==> src/rtl/ifu_align_buf_pkg.sv <==
// Shared IFU alignment types: one queued halfword with the PC it was fetched at.
package ifu_align_buf_pkg;

    localparam int ALIGN_HW_W = 16;
    localparam int ALIGN_PC_W = 31;

    typedef struct packed {
        logic [ALIGN_HW_W-1:0] hw;
        logic [ALIGN_PC_W-1:0] pc;
    } ifu_hw_entry_t;

    // RISC-V length encoding: low bits 2'b11 mark a 32-bit instruction.
    function automatic logic hw_is_32b(input logic [ALIGN_HW_W-1:0] hw);
        return hw[1:0] == 2'b11;
    endfunction

endpackage

==> src/rtl/ifu_align_hwq.sv <==
// Dual-push halfword FIFO: up to two writes per cycle, peek of head and head+1,
// pop by one or two entries.
module ifu_align_hwq
    import ifu_align_buf_pkg::*;
#(
    parameter int DEPTH = 8
) (
    input  logic                         clk,
    input  logic                         rst,
    input  logic                         flush_i,
    input  logic                         wr_lo_en_i,
    input  logic                         wr_hi_en_i,
    input  ifu_hw_entry_t                wr_lo_i,
    input  ifu_hw_entry_t                wr_hi_i,
    input  logic                         pop1_i,
    input  logic                         pop2_i,
    output ifu_hw_entry_t                head_o,
    output logic [ALIGN_HW_W-1:0]        head_n1_hw_o,
    output logic [$clog2(DEPTH):0]       count_o
);

    localparam int AW = $clog2(DEPTH);
    localparam int CW = AW + 1;

    ifu_hw_entry_t mem_q [DEPTH];
    logic [AW-1:0] wr_q, wr_d;
    logic [AW-1:0] rd_q, rd_d;
    logic [CW-1:0] count_q, count_d;

    logic [1:0]    push_n;
    logic [1:0]    pop_n;
    logic [AW-1:0] wr_hi_idx;
    logic [AW-1:0] rd_n1;
    logic          clear;

    assign clear     = rst | flush_i;
    assign push_n    = {1'b0, wr_lo_en_i} + {1'b0, wr_hi_en_i};
    assign pop_n     = pop2_i ? 2'd2 : (pop1_i ? 2'd1 : 2'd0);
    // An upper-only packet lands in the slot the lower half would have used.
    assign wr_hi_idx = wr_lo_en_i ? (wr_q + 1'b1) : wr_q;
    assign rd_n1     = rd_q + 1'b1;

    always_comb begin
        wr_d    = wr_q + AW'(push_n);
        rd_d    = rd_q + AW'(pop_n);
        count_d = count_q + CW'(push_n) - CW'(pop_n);
        if (clear) begin
            wr_d    = '0;
            rd_d    = '0;
            count_d = '0;
        end
    end

    always_ff @(posedge clk) begin
        wr_q    <= wr_d;
        rd_q    <= rd_d;
        count_q <= count_d;
    end

    always_ff @(posedge clk) begin
        if (!clear) begin
            if (wr_lo_en_i) mem_q[wr_q]      <= wr_lo_i;
            if (wr_hi_en_i) mem_q[wr_hi_idx] <= wr_hi_i;
        end
    end

    assign head_o       = mem_q[rd_q];
    assign head_n1_hw_o = mem_q[rd_n1].hw;
    assign count_o      = count_q;

endmodule

==> src/rtl/ifu_align_buf.sv <==
// Instruction alignment buffer: queues fetched halfwords and presents one whole
// 16- or 32-bit instruction per cycle, reassembling across packet boundaries.
module ifu_align_buf
    import ifu_align_buf_pkg::*;
#(
    parameter int DEPTH = 8
) (
    input  logic        clk,
    input  logic        rst,
    input  logic        flush,
    input  logic        fetch_valid,
    output logic        fetch_ready,
    input  logic [31:0] fetch_data,
    input  logic [1:0]  fetch_hw_valid,
    input  logic [30:0] fetch_pc,
    output logic        ifu_i0_valid,
    input  logic        ifu_i0_ready,
    output logic [31:0] ifu_i0_instr,
    output logic [15:0] ifu_i0_cinst,
    output logic [30:0] ifu_i0_pc,
    output logic        ifu_i0_pc4
);

    // Handshakes: a transfer happens on a cycle where valid & ready are both
    // high; valid never depends on ready, and fetch_ready depends only on
    // registered occupancy so there is no ready-to-ready combinational path.

    localparam int CW = $clog2(DEPTH) + 1;
    localparam logic [CW-1:0] DEPTH_C = CW'(DEPTH);

    ifu_hw_entry_t       head;
    ifu_hw_entry_t       wr_lo, wr_hi;
    logic [ALIGN_HW_W-1:0] head_n1_hw;
    logic [CW-1:0]       count;
    logic [CW-1:0]       free_slots;
    logic                push_fire;
    logic                head_is32;
    logic                pop_fire;

    assign free_slots  = DEPTH_C - count;
    // Two free slots are always reserved so a full packet can never overflow.
    assign fetch_ready = !rst && (free_slots >= CW'(2));
    assign push_fire   = fetch_valid && fetch_ready && !flush;

    assign wr_lo = '{hw: fetch_data[15:0],  pc: fetch_pc};
    assign wr_hi = '{hw: fetch_data[31:16], pc: fetch_pc + 31'd1};

    assign head_is32    = hw_is_32b(head.hw);
    assign ifu_i0_valid = !rst && !flush &&
                          (((count >= CW'(1)) && !head_is32) || (count >= CW'(2)));
    assign pop_fire     = ifu_i0_valid && ifu_i0_ready;

    ifu_align_hwq #(
        .DEPTH (DEPTH)
    ) u_hwq (
        .clk          (clk),
        .rst          (rst),
        .flush_i      (flush),
        .wr_lo_en_i   (push_fire && fetch_hw_valid[0]),
        .wr_hi_en_i   (push_fire && fetch_hw_valid[1]),
        .wr_lo_i      (wr_lo),
        .wr_hi_i      (wr_hi),
        .pop1_i       (pop_fire && !head_is32),
        .pop2_i       (pop_fire && head_is32),
        .head_o       (head),
        .head_n1_hw_o (head_n1_hw),
        .count_o      (count)
    );

    always_comb begin
        ifu_i0_instr = '0;
        ifu_i0_cinst = '0;
        ifu_i0_pc    = '0;
        ifu_i0_pc4   = 1'b0;
        if (ifu_i0_valid) begin
            ifu_i0_instr = head_is32 ? {head_n1_hw, head.hw} : {16'h0000, head.hw};
            ifu_i0_cinst = head.hw;
            ifu_i0_pc    = head.pc;
            ifu_i0_pc4   = head_is32;
        end
    end

endmodule
==> config.mk <==
export PLATFORM = sky130hd
export DESIGN_NAME = ifu_align_buf
export DESIGN_NICKNAME = d
export VERILOG_FILES = /design/src/rtl/ifu_align_buf_pkg.sv /design/src/rtl/ifu_align_hwq.sv /design/src/rtl/ifu_align_buf.sv
export SDC_FILE = /design/constraint.sdc
export NUM_CORES = 1
export LEC_CHECK = 0
export BUFFER_PORTS_ARGS = -buffer_cell sky130_fd_sc_hd__clkbuf_2
export CAP_MARGIN = 0
export CORE_ASPECT_RATIO = 2
export CORE_MARGIN = 2
export CORE_UTILIZATION = 55
export DETAILED_ROUTE_END_ITERATION = 7
export PLACE_DENSITY = 0.79
export SYNTH_ARGS = -nofsm -noshare
export SYNTH_HDL_FRONTEND = slang
export SYNTH_SLANG_ARGS = --single-unit
==> constraint.sdc <==
create_clock -name clk -period 8.6 [get_ports clk]
set_input_delay 1.72 -clock clk [delete_from_list [all_inputs] [get_ports clk]]
set_output_delay 1.72 -clock clk [all_outputs]
set_load 0.03 [all_outputs]
==> impl_summary.txt <==
----------------------------------------------------
[Global routing]
  Initial antenna violation count ... 5
  Wire length of the first global-routing pass ... approximately 95000 um
  Grt ovf ... 0
  Pin count of the biggest net entering global routing ... 65
  Number of global-route vias before repair ... 16300
  All-layer global routing usage ... a little under a third

[Placed design]
  Count of input and output buffers ... around 150
  Dpl cells ... roughly 2400
  Final HPWL from detailed placement ... 38700 um
  Worst slack after detailed placement ... ~3.0 ns
  Final GP Congestion ... 0.944

[STA]
  Accumulated negative setup slack ... 0 ns
  Minimum setup slack in the final design ... 2.71 ns
  Period utilization ... between 60% and 70%
  Setup repair after global routing missed its margin ... false
  Count of endpoints failing hold in the final timing report ... 0
  Final critical-path required period ... 5.89 ns
  Final Skew ... around 0.016 ns
  Actual slew at the worst max-slew pin ... 1.08 ns
  Finish-stage setup viols ... 0
  Final worst hold slack ... roughly 0.74 ns
  Achievable Freq ... between 150 and 200 MHz
  Max-slew violations ... 0
  Max-Slew Margin vs Limit ... 27.6%

[Final layout]
  Proportion of layout cells with a drive suffix above 1 ... approximately 23%
  Fin nets ... roughly 2000
  Area growth from synthesis to layout ... 9.77%
  Filler Cell Count ... 3017
  Final non-filler cell total ... approximately 2500

[Floorplanning]
  Standard cell core area ... ~40000 um^2
  Standard-cell row count ... between 100 and 150
  Chip Height ... 287 um
  DIE AREA ... roughly 42000 um^2
  Die boundary width ... approximately 150 um
  Ports ... roughly 150
  Effective utilization at floorplan ... 55.7%

[Logic synthesis]
  Synth Register Bits ... slightly below 400
  Number of instances in the synthesized netlist ... 1861
  Multiplexer area fraction after synthesis ... 15.7%
  Async SR Flop Fraction ... 0%
  Count of unique library cells instantiated by Yosys ... between 60 and 70
  Ys flop type ... sky130_fd_sc_hd__edfxtp_1
  Sequential cell area fraction in the yosys report ... around 52%
  Xor/xnor share of the synthesized area ... between 10 and 15%
  Per-instance average area after synthesis ... roughly 12 um^2
  Yosys synthesis warning count ... 0
  Simple-gate share of the synthesized area ... approximately an eighth
  Post-synthesis adder-cell area fraction ... 1.15%
  Post-Syn Area ... about 22000 um^2
  Post-synthesis compound-gate area fraction ... slightly above 4%
  Combinational family with the most area after synthesis ... multiplexers
  Post-synth EDFFs ... 376
  Mapped Nets ... slightly below 2000

[Clocking]
  Clk Latency, worst-skew pair ... 0.54 ns
  CTS-repair resized insts ... 0
  CTS H-tree depth ... 2
  Post-cts hold buffer count ... 0
  TritonCTS Buffers ... 34
  Clock net sink count ... between 300 and 400
  Clk buf depth ... 3
  Clk slew on worst S/H paths ... around 0.070 ns
  TritonCTS clock tree ... built
  Root buffer cell ... sky130_fd_sc_hd__clkbuf_16
  Post-CTS setup buffer count ... 0

[Power and ir drop]
  Pleak ... ~8.3 nW
  Pwr Density ... approximately 160 nW/um^2
  VDD IR max ... between 0.0001 and 0.00015 V

[Worst hold path]
  Path category of the worst min-delay check ... reg2reg

[Drt]
  Final wirelength ... about 63000 um
  Detailed-route wire length per cell ... around 26 um
  Number of routed nets with antenna violations ... 0
  DRC errors left ... 0
  Detailed router's first-iteration violation count ... between 1000 and 1500
  Vias/cell ... between 6 and 7
  Count of TritonRoute iterations in the first routing pass ... 6
  Vias ... between 15000 and 20000

[Critical path]
  Largest fanout of any net on the critical path ... 43
  Worst Path Class, Setup ... reg2out
  Crit-path max cell delay ... 1.01 ns
  Required arrival time at the worst endpoint ... 6.88 ns
  CP max stage cell ... sky130_fd_sc_hd__ha_2
  List of cells traversed by the critical path ... buf_4 -> ha_2 -> mux4_2 -> nand2_1 -> a21oi_1 -> clkbuf_2
  Arrival time reported for the critical path endpoint ... between 4 and 5 ns
  Startpoint type of the worst setup path ... register
  Capturing element type of the critical path ... primary output

[Outcome]
  Run status ... complete, no violations

[Job]
  Number of max-capacitance violations reported ... 0

----------------------------------------------------
-- layout by cell type, fill, tap and decap left out, drive strengths merged, types with 12 or more instances in the layout --
| cell | n |
|---|---|
| a21oi | 68 |
| and2 | 16 |
| and3 | 20 |
| buf | 31 |
| clkbuf | 197 |
| edfxtp | 376 |
| ha | 17 |
| inv | 15 |
| mux2 | 51 |
| mux4 | 126 |
| nand2 | 544 |
| nand3 | 12 |
| nor2 | 49 |
| o21ai | 57 |
| xnor2 | 223 |
| xor2 | 29 |
-- layout make-up --
class                   instances  area [um^2]  area share, %
flip-flops and latches        386        11500           47.5
multi-input cells            1290         9850           40.7
repair buffers                182          988           4.09
clock buffers                  46          960           3.97
well taps                     525          657           2.71
clock inverters                16          180          0.745
inverters                      14         52.6          0.217
diodes                          4         10.0         0.0414
-- routing by layer --
metal  part of all wire, %  vias to the layer above  GRT usage, %
li1                      -                     6634             -
met3                   8.0                      273          3.95
met1                    32                     7631          31.8
met5                 0.019                        -             0
met4                   6.6                        2          19.5
met2                    54                      987          56.3
-- flip-flops by register name, indices dropped and copies added (netlist names) --
name,cells
u_hwq.count_o,4
u_hwq.mem_q,376
u_hwq.rd_q,3
u_hwq.wr_q,3
-- per-stage QoR --
| step | utilization [%] | power (mW) | cell area [um^2] |
|---|---|---|---|
| finish | 61.2 | 3.94 | 24200 |
| global placement | 58.3 | 2.37 | 23000 |
| CTS | 61.1 | 3.94 | 24200 |
| global route | 61.2 | 4.03 | 24200 |
| floorplan | - | 2.30 | 22000 |
| detailed placement | 58.3 | 2.38 | 23000 |
-- logic make-up (layout without fill, tap and decap cells) --
group,Yosys count,count (layout)
AO/OA/AOI/OAI,156,156
XOR/XNOR,252,252
AND/OR/NAND/NOR,684,684
adder cells (fa/ha/maj),19,19
flip-flops,386,386
buffers and inverters,185,258
other,0,4
multiplexers,179,179
-- Yosys cell counts, types with 3 or more instances --
library cell	count	share of area, %
sky130_fd_sc_hd__nand2_1	544	9.3
sky130_fd_sc_hd__edfxtp_1	376	51
sky130_fd_sc_hd__xnor2_1	222	8.8
sky130_fd_sc_hd__mux4_2	126	13
sky130_fd_sc_hd__clkbuf_1	87	1.5
sky130_fd_sc_hd__a21oi_1	66	1.5
sky130_fd_sc_hd__nor2_1	47	0.80
sky130_fd_sc_hd__o21ai_0	45	1.0
sky130_fd_sc_hd__buf_2	42	0.95
sky130_fd_sc_hd__mux2_2	33	1.7
sky130_fd_sc_hd__xor2_1	29	1.2
sky130_fd_sc_hd__buf_4	21	0.72
sky130_fd_sc_hd__and3_1	19	0.54
sky130_fd_sc_hd__buf_1	17	0.29
sky130_fd_sc_hd__ha_1	17	0.96
sky130_fd_sc_hd__and2_1	15	0.43
sky130_fd_sc_hd__inv_1	13	0.22
sky130_fd_sc_hd__nand3_1	12	0.27
sky130_fd_sc_hd__dfxtp_1	10	0.91
sky130_fd_sc_hd__o21ai_1	10	0.23
sky130_fd_sc_hd__mux2_1	9	0.46
sky130_fd_sc_hd__mux2_4	9	0.61
sky130_fd_sc_hd__o21bai_1	9	0.31
sky130_fd_sc_hd__and4_1	7	0.28
sky130_fd_sc_hd__nand2b_1	7	0.20
sky130_fd_sc_hd__nor3_1	5	0.11
sky130_fd_sc_hd__nor2b_1	4	0.11
sky130_fd_sc_hd__a21o_1	3	0.10
sky130_fd_sc_hd__and3b_1	3	0.12
sky130_fd_sc_hd__nand4_1	3	0.085
sky130_fd_sc_hd__o21a_1	3	0.10
-- critical path, delay by kind of cell (launching register included) --
kind / cells / cell delay, ns
adder cells (fa/ha/maj): 1 / 1.01
flip-flops: 1 / 0.87
buffers and inverters: 2 / 0.88
AND/OR/NAND/NOR: 1 / 0.09
AO/OA/AOI/OAI: 1 / 0.09
multiplexers: 1 / 0.62
-- where the power goes --
part	internal [mW]	total, mW	switching (mW)
clock network	0.909	1.60	0.693
registers	2.07	2.08	0.00574
logic	0.0998	0.265	0.165
total	3.08	3.94	0.863
-- worst paths after layout --
path                     from                  to  slack, ns  depth (start not counted)
min reg2reg  u_hwq.count_o[3]    u_hwq.count_o[3]       0.74                          4
max             u_hwq.rd_q[0]    ifu_i0_instr[16]       2.71                          6
max reg2reg     u_hwq.wr_q[0]  u_hwq.mem_q[4][38]       4.32                          7
min          u_hwq.count_o[3]    u_hwq.count_o[3]       0.74                          4
Note: power is estimated with default switching activity, not from simulation.
